==> src/rtl/mem_wb_pipe_reg_pkg.sv <==
// Shared constants and W-stage payload layout for the MEM->WB pipeline register.
// The payload is packed MSB-first as {valid, rfwe, mtorfsel, aluout, dmrd, rtd}.
package mem_wb_pipe_reg_pkg;

  localparam int DW = 32;
  localparam int AW = 5;
  localparam logic [AW-1:0] REG_ZERO = '0;

  typedef struct packed {
    logic          valid;
    logic          rfwe;
    logic          mtorfsel;
    logic [DW-1:0] aluout;
    logic [DW-1:0] dmrd;
    logic [AW-1:0] rtd;
  } wb_payload_t;

  // Payload width for arbitrary datapath/address widths, in the layout above.
  function automatic int payload_w(input int dw, input int aw);
    return 3 + 2 * dw + aw;
  endfunction

endpackage

==> src/rtl/mem_wb_pipe_reg_if.sv <==
// M-stage inputs, EX-stage forward-compare addresses and W-stage outputs of the MEM->WB register.
// slave is the register's view; master is the driving pipeline's view.
interface mem_wb_pipe_reg_if #(
  parameter int DW    = 32,
  parameter int AW    = 5,
  parameter int CNT_W = 32
) ();

  logic             stall;
  logic             flush;
  logic             validM;
  logic             rfweM;
  logic             mtorfselM;
  logic [DW-1:0]    aluoutM;
  logic [DW-1:0]    dmrdM;
  logic [AW-1:0]    rtdM;
  logic [AW-1:0]    srcA_E;
  logic [AW-1:0]    srcB_E;

  logic             validW;
  logic             rfweW;
  logic             mtorfselW;
  logic [DW-1:0]    aluoutW;
  logic [DW-1:0]    dmrdW;
  logic [AW-1:0]    rtdW;
  logic [DW-1:0]    wbdataW;
  logic             fwdA_W;
  logic             fwdB_W;
  logic [CNT_W-1:0] retired;

  modport slave (
    input  stall, flush, validM, rfweM, mtorfselM, aluoutM, dmrdM, rtdM, srcA_E, srcB_E,
    output validW, rfweW, mtorfselW, aluoutW, dmrdW, rtdW, wbdataW, fwdA_W, fwdB_W, retired
  );

  modport master (
    output stall, flush, validM, rfweM, mtorfselM, aluoutM, dmrdM, rtdM, srcA_E, srcB_E,
    input  validW, rfweW, mtorfselW, aluoutW, dmrdW, rtdW, wbdataW, fwdA_W, fwdB_W, retired
  );

endinterface

==> src/rtl/mem_wb_pipe_reg_pipe_reg.sv <==
// Generic pipeline stage register with reset > flush > stall > load priority.
// On flush, bits set in CLR_MASK are cleared and all other bits hold.
module mem_wb_pipe_reg_pipe_reg #(
  parameter int           W        = 8,
  parameter logic [W-1:0] CLR_MASK = '0
) (
  input  logic         clk,
  input  logic         rst,
  input  logic         flush_i,
  input  logic         stall_i,
  input  logic [W-1:0] d_i,
  output logic [W-1:0] q_o
);

  logic [W-1:0] q_d;
  logic [W-1:0] q_q;

  // Next-state selection: bubble, hold or load.
  always_comb begin
    q_d = q_q;
    if (flush_i) begin
      q_d = q_q & ~CLR_MASK;
    end else if (stall_i) begin
      q_d = q_q;
    end else begin
      q_d = d_i;
    end
  end

  // State register with synchronous reset.
  always_ff @(posedge clk) begin
    if (rst) begin
      q_q <= '0;
    end else begin
      q_q <= q_d;
    end
  end

  assign q_o = q_q;

endmodule

==> src/rtl/mem_wb_pipe_reg.sv <==
// MEM->WB pipeline register with valid/stall/flush, zero-register write suppression,
// write-back data mux, W-stage forwarding match flags and a retired-instruction counter.
module mem_wb_pipe_reg #(
  parameter int DW        = 32,
  parameter int AW        = 5,
  parameter int CNT_W     = 32,
  parameter int ZERO_SUPP = 1
) (
  input  logic                  clk,
  input  logic                  rst,
  mem_wb_pipe_reg_if.slave      bus
);

  import mem_wb_pipe_reg_pkg::*;

  localparam int            PW       = payload_w(DW, AW);
  localparam logic [PW-1:0] CLR_MASK = {2'b11, {(PW - 2){1'b0}}};

  logic             zero_dst_s;
  logic             rfwe_m_s;
  logic [PW-1:0]    payload_d;
  logic [PW-1:0]    payload_q;
  logic [CNT_W-1:0] retired_d;
  logic [CNT_W-1:0] retired_q;
  logic             load_s;

  // Write-enable qualification: bubbles never write, r0 writes optionally dropped.
  always_comb begin
    zero_dst_s = (ZERO_SUPP != 0) && (bus.rtdM == {AW{1'b0}});
    rfwe_m_s   = bus.rfweM & bus.validM & ~zero_dst_s;
  end

  assign payload_d = {bus.validM, rfwe_m_s, bus.mtorfselM, bus.aluoutM, bus.dmrdM, bus.rtdM};

  mem_wb_pipe_reg_pipe_reg #(
    .W        (PW),
    .CLR_MASK (CLR_MASK)
  ) u_payload (
    .clk     (clk),
    .rst     (rst),
    .flush_i (bus.flush),
    .stall_i (bus.stall),
    .d_i     (payload_d),
    .q_o     (payload_q)
  );

  assign {bus.validW, bus.rfweW, bus.mtorfselW, bus.aluoutW, bus.dmrdW, bus.rtdW} = payload_q;

  assign load_s = ~bus.flush & ~bus.stall;

  // Retired count advances only when a real instruction is loaded into W; wraps freely.
  always_comb begin
    retired_d = retired_q;
    if (load_s && bus.validM) begin
      retired_d = retired_q + {{(CNT_W - 1){1'b0}}, 1'b1};
    end else begin
      retired_d = retired_q;
    end
  end

  // Retired counter register.
  always_ff @(posedge clk) begin
    if (rst) begin
      retired_q <= '0;
    end else begin
      retired_q <= retired_d;
    end
  end

  assign bus.retired = retired_q;

  // Write-back mux and forward matches; register 0 is never forwarded.
  always_comb begin
    if (bus.mtorfselW) begin
      bus.wbdataW = bus.dmrdW;
    end else begin
      bus.wbdataW = bus.aluoutW;
    end
    bus.fwdA_W = bus.rfweW && (bus.rtdW == bus.srcA_E) && (bus.srcA_E != {AW{1'b0}});
    bus.fwdB_W = bus.rfweW && (bus.rtdW == bus.srcB_E) && (bus.srcB_E != {AW{1'b0}});
  end

endmodule
==> src/flat_wrapper.sv <==
// flat-port wrapper written by rule: the top's interface ports become plain ports
module mem_wb_pipe_reg_flat import mem_wb_pipe_reg_pkg::*;
#(
  parameter int DW        = 32,
  parameter int AW        = 5,
  parameter int CNT_W     = 32,
  parameter int ZERO_SUPP = 1
)
  (clk, rst, bus_stall, bus_flush, bus_validM, bus_rfweM, bus_mtorfselM, bus_aluoutM, bus_dmrdM, bus_rtdM, bus_srcA_E, bus_srcB_E, bus_validW, bus_rfweW, bus_mtorfselW, bus_aluoutW, bus_dmrdW, bus_rtdW, bus_wbdataW, bus_fwdA_W, bus_fwdB_W, bus_retired);
  mem_wb_pipe_reg_if #(.DW(DW), .AW(AW), .CNT_W(CNT_W)) bus_i ();
  input  logic clk;
  input  logic rst;
  input wire logic [$bits(bus_i.stall)-1:0] bus_stall;
  input wire logic [$bits(bus_i.flush)-1:0] bus_flush;
  input wire logic [$bits(bus_i.validM)-1:0] bus_validM;
  input wire logic [$bits(bus_i.rfweM)-1:0] bus_rfweM;
  input wire logic [$bits(bus_i.mtorfselM)-1:0] bus_mtorfselM;
  input wire logic [$bits(bus_i.aluoutM)-1:0] bus_aluoutM;
  input wire logic [$bits(bus_i.dmrdM)-1:0] bus_dmrdM;
  input wire logic [$bits(bus_i.rtdM)-1:0] bus_rtdM;
  input wire logic [$bits(bus_i.srcA_E)-1:0] bus_srcA_E;
  input wire logic [$bits(bus_i.srcB_E)-1:0] bus_srcB_E;
  output wire logic [$bits(bus_i.validW)-1:0] bus_validW;
  output wire logic [$bits(bus_i.rfweW)-1:0] bus_rfweW;
  output wire logic [$bits(bus_i.mtorfselW)-1:0] bus_mtorfselW;
  output wire logic [$bits(bus_i.aluoutW)-1:0] bus_aluoutW;
  output wire logic [$bits(bus_i.dmrdW)-1:0] bus_dmrdW;
  output wire logic [$bits(bus_i.rtdW)-1:0] bus_rtdW;
  output wire logic [$bits(bus_i.wbdataW)-1:0] bus_wbdataW;
  output wire logic [$bits(bus_i.fwdA_W)-1:0] bus_fwdA_W;
  output wire logic [$bits(bus_i.fwdB_W)-1:0] bus_fwdB_W;
  output wire logic [$bits(bus_i.retired)-1:0] bus_retired;
  assign bus_i.stall = bus_stall;
  assign bus_i.flush = bus_flush;
  assign bus_i.validM = bus_validM;
  assign bus_i.rfweM = bus_rfweM;
  assign bus_i.mtorfselM = bus_mtorfselM;
  assign bus_i.aluoutM = bus_aluoutM;
  assign bus_i.dmrdM = bus_dmrdM;
  assign bus_i.rtdM = bus_rtdM;
  assign bus_i.srcA_E = bus_srcA_E;
  assign bus_i.srcB_E = bus_srcB_E;
  assign bus_validW = bus_i.validW;
  assign bus_rfweW = bus_i.rfweW;
  assign bus_mtorfselW = bus_i.mtorfselW;
  assign bus_aluoutW = bus_i.aluoutW;
  assign bus_dmrdW = bus_i.dmrdW;
  assign bus_rtdW = bus_i.rtdW;
  assign bus_wbdataW = bus_i.wbdataW;
  assign bus_fwdA_W = bus_i.fwdA_W;
  assign bus_fwdB_W = bus_i.fwdB_W;
  assign bus_retired = bus_i.retired;
  mem_wb_pipe_reg #(.DW(DW), .AW(AW), .CNT_W(CNT_W), .ZERO_SUPP(ZERO_SUPP)) u_core (.clk(clk), .rst(rst), .bus(bus_i));
endmodule
==> config.mk <==
export PLATFORM = sky130hd
export DESIGN_NAME = mem_wb_pipe_reg_flat
export DESIGN_NICKNAME = d
export VERILOG_FILES = /design/src/rtl/mem_wb_pipe_reg_pkg.sv /design/src/rtl/mem_wb_pipe_reg_if.sv /design/src/rtl/mem_wb_pipe_reg_pipe_reg.sv /design/src/rtl/mem_wb_pipe_reg.sv /design/src/flat_wrapper.sv
export SDC_FILE = /design/constraint.sdc
export NUM_CORES = 1
export LEC_CHECK = 0
export CAP_MARGIN = 20
export CORE_AREA = 2 2 117 119
export DETAILED_ROUTE_END_ITERATION = 16
export DIE_AREA = 0 0 119 121
export PLACE_DENSITY = 0.77
export SYNTH_ARGS = -nofsm -noshare
export SYNTH_HDL_FRONTEND = slang
export SYNTH_SLANG_ARGS = --single-unit
==> constraint.sdc <==
create_clock -name clk -period 2.1 [get_ports clk]
set_clock_uncertainty 0.2 [all_clocks]
set_input_delay 0.42 -clock clk [delete_from_list [all_inputs] [get_ports clk]]
set_output_delay 0.42 -clock clk [all_outputs]
set_load 0.02 [all_outputs]
* Word level (Yosys, flattened, before mapping)
Index checks and enable logic that the tools add are counted.
W data, S select, Z words.
** Storage, ports and cells
- Bits in registers :: 104
- Input bits :: 86
- Output and inout bits :: 138
- Word-level logic and storage cells :: 23
** Operators by class
- $add $sub $neg :: 1
- Equal/unequal tests :: 2
- Multiplexer cells :: 1
- Bitwise operators :: 6
- Reductions and logical operators :: 10
** Operator list (count)
- $add A32 B1 Y32 const B :: 1
- $mux W32 :: 1
- $eq A5 B5 Y1 :: 2
- $reduce_bool A5 Y1 :: 2
- $logic_and A1 B1 Y1 :: 5
- $logic_not A5 Y1 :: 1
- $and A1 B1 Y1 :: 3
- $not A1 Y1 :: 3
- $reduce_and A2 Y1 :: 1
- $reduce_or A2 Y1 :: 1

* Depth between registers and ports, before layout
- Depth after elaboration :: 3
- Mapped depth :: 7
- Gate-level depth less buffers :: 5

* Modules after synthesis
A second synthesis with hierarchy kept.
** Unflattened totals
- Cells, all modules :: 563
- Area total of the unflattened synthesis :: 5057.4 um^2
** By module, submodules not included
- mem_wb_pipe_reg_pipe_reg :: instances 1, cells each 324, area each 2965.3 um^2, seq. area each 1441.4 um^2
- mem_wb_pipe_reg :: instances 1, cells each 239, area each 2092.0 um^2, seq. area each 640.6 um^2

* Worst setup path after synthesis
OpenSTA, ideal clock, no wires.
- Path kind :: register to register
- Start :: register u_core.retired_q[0], in the netlist u_core.bus.retired[0]
- End :: register u_core.retired_q[20], in the netlist u_core.bus.retired[20]
- Setup time :: 121 ps
- Arrival :: 2057 ps
- Data required time :: 1779 ps
- Path slack :: -277 ps
- Stages on the path, launching flop included :: 7
- Buffers on the path :: 1
- Period minus slack after synthesis :: 2377 ps
- Path through :: dfxtp_1 -> ha_1 -> nand2_1 -> or4_4 -> buf_6 -> nor4_1 -> mux2_2
** Between the ends
- Cells in the longest elaborated chain, start to end :: 1
** RTL lines
- start, declared :: line mem_wb_pipe_reg.sv:24 : logic [CNT_W-1:0] retired_q;
- start signal, assigned :: line mem_wb_pipe_reg.sv:66 : retired_q <= retired_d;
- $add A32 B1 Y32 :: line mem_wb_pipe_reg.sv:55 : retired_d = retired_q + {{(CNT_W - 1){1'b0}}, 1'b1};
No other way between the ends.
A chain may end at the register's enable or synchronous reset.

* Final worst setup path
- Start :: register u_core.retired_q[17], in the netlist u_core.bus.retired[17]
- End :: register u_core.retired_q[27], in the netlist u_core.bus.retired[27]
The elaborated chain is that of the path after synthesis.

==> impl_table.tex <==
\begin{tabular}{lr}
\hline
Metric & Value \\
\hline
\multicolumn{2}{l}{\textbf{Critical path}} \\
\quad Launching point of the worst reg2reg path & u\_core.bus.retired[17]\$\_SDFFE\_PP0P\_ \\
\quad R2R Setup Slk & -0.09 ns \\
\quad Nature of the critical path endpoint & register \\
\quad CP required & approximately 2.2 ns \\
\quad Path type of the worst setup path & register to register \\
\quad CP Launch Type & register \\
\quad Signal arrival time at the worst endpoint & 2.26 ns \\
\quad Largest fanout on the critical path & 11 \\
\quad Endpoint of the most critical register-to-register path & u\_core.bus.retired[27]\$\_SDFFE\_PP0P\_ \\
\quad Number of cells on the worst reg-to-reg path & 4 \\
\multicolumn{2}{l}{\textbf{Synthesis}} \\
\quad Share of the synthesized area in the top cell type & 0.464 \\
\quad Post-Syn Instances & between 500 and 600 \\
\quad Syn. warnings & 0 \\
\quad Most common library cells after synthesis & 152 x sky130\_fd\_sc\_hd\_\_nand2\_1, 104 x sky130\_fd\_sc\_hd\_\_dfxtp\_1, 93 x sky130\_fd\_sc\_hd\_\_a21oi\_1 \\
\quad Number of distinct library cells after synthesis & 33 \\
\quad Syn\_area\_per\_cell & 8.17 um\^{}2 \\
\quad Main synth FF type & sky130\_fd\_sc\_hd\_\_dfxtp\_1 \\
\quad Most instantiated library cell after synthesis & sky130\_fd\_sc\_hd\_\_nand2\_1 \\
\quad Mapped cell area & approximately 4500 um\^{}2 \\
\quad Sequential fraction of the synthesis area & 0.464 \\
\quad Number of enable-type register cells in the synthesized netlist & 0 \\
\quad Asr flop ratio synth & 0 \\
\quad Cell type with the highest aggregate area in the netlist & sky130\_fd\_sc\_hd\_\_dfxtp\_1 \\
\quad Largest cells by area after synthesis & sky130\_fd\_sc\_hd\_\_dfxtp\_1 46\%, sky130\_fd\_sc\_hd\_\_nand2\_1 13\%, sky130\_fd\_sc\_hd\_\_a21oi\_1 10\%, sky130\_fd\_sc\_hd\_\_mux2\_2 8.5\%, sky130\_fd\_sc\_hd\_\_clkbuf\_1 2.7\% \\
\quad Number of nets in the synthesized netlist & roughly 640 \\
\quad Flip-flop and latch count after synthesis & 104 \\
\multicolumn{2}{l}{\textbf{Min path}} \\
\quad Launch point of the worst hold path & u\_core.u\_payload.q\_o[57]\$\_SDFFE\_PP0N\_ \\
\quad Hold Crit Depth & 2 \\
\quad Classification of the worst-slack hold path & register to register \\
\quad Worst Hold Path EP & u\_core.u\_payload.q\_o[57]\$\_SDFFE\_PP0N\_ \\
\multicolumn{2}{l}{\textbf{Clock tree}} \\
\quad CTS tree & done \\
\quad Clk slew on worst S/H paths & 0.07 ns \\
\quad H-tree depth & 3 \\
\quad Clock tree root buffer cell & sky130\_fd\_sc\_hd\_\_clkbuf\_16 \\
\quad CTS buffer count & 9 \\
\quad Clock sink total & between 100 and 150 \\
\quad Largest buffer count on any clock path & 2 \\
\quad Insertion delay of the later-clocked pin in the worst-skew pair & between 0.3 and 0.4 ns \\
\quad Number of buffers inserted for hold repair after clock tree synthesis & 0 \\
\multicolumn{2}{l}{\textbf{Route}} \\
\quad Initial detailed-routing violation count & 309 \\
\quad Number of vias per cell after detailed routing & 4.95 \\
\quad Via count of the routed design & between 4k and 5k \\
\quad DRC violations left & 0 \\
\quad Final routed wirelength across all metal layers & 15,400 um \\
\quad Total iterations of the first detailed-routing run & 5 \\
\quad Post-DRT Antenna Nets & 0 \\
\quad Average routed wire per standard cell & approximately 16 um \\
\multicolumn{2}{l}{\textbf{Floorplanning}} \\
\quad Die X & $\sim$120 um \\
\quad I/O pin count & between 200 and 250 \\
\quad Starting Density & 0.343 \\
\quad Standard-cell row count & 42 \\
\quad Floorplan core area & 13,100 um\^{}2 \\
\quad Area of the die & roughly 14,000 um\^{}2 \\
\quad Floorplan die height & between 100 and 150 um \\
\multicolumn{2}{l}{\textbf{STA}} \\
\quad Relative max-transition margin & 0.729 \\
\quad Hold slack & 0.270 ns \\
\quad Number of pins with negative max-slew slack in the final report & 0 \\
\quad Transition time at the pin with the least slew margin & between 0.4 and 0.5 ns \\
\quad Fmax & 0.457 GHz \\
\quad Post-layout min period & roughly 2.2 ns \\
\quad Min setup slack post-route & -0.0885 ns \\
\quad Aggregate negative setup slack & -0.191 ns \\
\quad Fin. Hold Viols & 0 \\
\quad Total setup violations reported at the end of the flow & 7 \\
\quad Tcrit/Tclk final & 1.04 \\
\quad Unrepaired setup endpoints after global routing & yes \\
\multicolumn{2}{l}{\textbf{GRT}} \\
\quad Vias in the first global route & roughly 4.4k \\
\quad First-pass GRT wire length & around 23,000 um \\
\quad Number of antenna violations at the first check in global routing & 0 \\
\quad Pin count of the biggest net entering global routing & 50 \\
\quad Final global-route overflow total & 0 \\
\quad Overall fraction of global-route tracks in use & 0.198 \\
\multicolumn{2}{l}{\textbf{Power and ir drop}} \\
\quad Max IR drop VDD & 0.000312 V \\
\quad Static power due to leakage & between 3 and 4 nW \\
\quad Power per unit of standard cell area & roughly 560 nW/um\^{}2 \\
\multicolumn{2}{l}{\textbf{Final layout}} \\
\quad ANT cells & 0 \\
\quad Fill count & between 1k and 1.5k \\
\quad Area added between synthesis and finish & 76.6\% \\
\quad Final Instance Count excl. Fillers & 984 \\
\quad Net count of the finished layout & just under 900 \\
\quad Core occupancy in the finished layout & 0.605 \\
\quad Proportion of layout cells with a drive suffix above 1 & 0.244 \\
\multicolumn{2}{l}{\textbf{Placement}} \\
\quad DP Worst Slack & -0.626 ns \\
\quad Cell Count Post-Placement & around 950 \\
\quad Number of input and output port buffers inserted & about 220 \\
\quad Routability-driven placement congestion ratio & about 0.77 \\
\quad Hpwl dp & approximately 10,000 um \\
\multicolumn{2}{l}{\textbf{Status}} \\
\quad Violated checks & negative setup slack \\
\quad Result of the run & finished, violations left \\
\multicolumn{2}{l}{\textbf{Run}} \\
\quad Max Cap Viol & 0 \\
\hline
\end{tabular}
==> per-layer routing <==
metal | track usage | routed length [um]
met5 | 0 | 0
met4 | 0.0670 | 226
met3 | 0.0484 | 1060
met2 | 0.314 | 7410
met1 | 0.262 | 6740
==> registers in the layout, summed over array words and instances (netlist names) <==
register,cells
u_core.bus.retired,32
u_core.u_payload.q_o,72
==> per-stage QoR <==
step / area (um^2) / total power (W)
5_1_grt: 7920 / 0.00460
3_5_place_dp: 7240 / 0.00289
6_report: 7920 / 0.00442
2_1_floorplan: 4560 / 0.00244
4_1_cts: 7580 / 0.00442
3_3_place_gp: 7240 / 0.00288
==> power by group <==
part / internal (W) / switching [W] / total (W) / leakage, nW
logic: 0.000427 / 0.000360 / 0.000787 / 2.10
registers: 0.00203 / 0.0000597 / 0.00209 / 0.858
clock network: 0.000800 / 0.000744 / 0.00154 / 0.130
==> final cells by class <==
cell class / count / area [um^2] / share of cell area
Clock buffer: 10 / 229 / 0.0289
Clock inverter: 6 / 35.0 / 0.00442
Inverter: 6 / 22.5 / 0.00284
Multi-Input combinational cell: 402 / 2510 / 0.317
Sequential cell: 104 / 2130 / 0.268
Tap cell: 176 / 220 / 0.0278
Timing Repair Buffer: 280 / 2780 / 0.351
==> repair_timing <==
| item | CTS | global route |
|---|---|---|
| resized for setup | 167 | 90 |
| endpoints found under the setup margin | 59 | 45 |
| setup buffers | 10 | 3 |
| gates cloned | 3 | 3 |
| pin swaps | 14 | 11 |
==> how the worst max path moves through the flow <==
stage                                                   start                             endpoint  slack [ns]  cells after the start
after global placement                          bus_srcB_E[2]                           bus_fwdB_W       -0.69                      6
after CTS                                       bus_srcB_E[1]                           bus_fwdB_W       -0.10                      6
after global routing      u_core.bus.retired[17]$_SDFFE_PP0P_  u_core.bus.retired[27]$_SDFFE_PP0P_       -0.14                      4
after floorplan                                     bus_flush  u_core.bus.retired[19]$_SDFFE_PP0P_       -0.04                      5
after detailed placement                        bus_srcB_E[2]                           bus_fwdB_W       -0.63                      6
final                     u_core.bus.retired[17]$_SDFFE_PP0P_  u_core.bus.retired[27]$_SDFFE_PP0P_       -0.09                      4
==> logic make-up after synthesis <==
family / count (synthesis) / synth area share
mux: 34 / 0.0854
fa+ha+maj: 1 / 0.00279
buf+inv: 46 / 0.0407
flops: 104 / 0.464
simple gates: 233 / 0.237
compound gates: 113 / 0.135
xor+xnor: 18 / 0.0351
==> critical path: stages (launching register included) <==
cell and delay, ns:
sky130_fd_sc_hd__dfxtp_4 0.36, sky130_fd_sc_hd__nand4_1 0.18, sky130_fd_sc_hd__or4_4 0.65, sky130_fd_sc_hd__or4_1 0.55
sky130_fd_sc_hd__a21oi_1 0.17
==> layout by cell type, fill, tap and decap left out, types with 4 or more instances in the layout <==
cell type	instances
sky130_fd_sc_hd__clkdlybuf4s50_1	170
sky130_fd_sc_hd__nand2_1	150
sky130_fd_sc_hd__a21oi_1	88
sky130_fd_sc_hd__dfxtp_1	85
sky130_fd_sc_hd__buf_4	43
sky130_fd_sc_hd__buf_6	20
sky130_fd_sc_hd__mux2_2	18
sky130_fd_sc_hd__nor2_1	17
sky130_fd_sc_hd__buf_2	17
sky130_fd_sc_hd__mux2_4	16
sky130_fd_sc_hd__nand3_1	13
sky130_fd_sc_hd__xor2_1	11
sky130_fd_sc_hd__dfxtp_2	11
sky130_fd_sc_hd__or4_1	10
sky130_fd_sc_hd__clkbuf_16	10
sky130_fd_sc_hd__nor3_1	8
sky130_fd_sc_hd__or4_4	8
sky130_fd_sc_hd__dlygate4sd2_1	8
sky130_fd_sc_hd__dlymetal6s2s_1	8
sky130_fd_sc_hd__buf_12	8
sky130_fd_sc_hd__dfxtp_4	8
sky130_fd_sc_hd__xnor2_1	6
sky130_fd_sc_hd__inv_1	6
sky130_fd_sc_hd__o31ai_1	6
sky130_fd_sc_hd__o31ai_2	6
sky130_fd_sc_hd__nand4_1	5
sky130_fd_sc_hd__a21oi_2	5
sky130_fd_sc_hd__o21ai_0	4
sky130_fd_sc_hd__or3_1	4
Note: power is estimated with default switching activity, not from simulation.
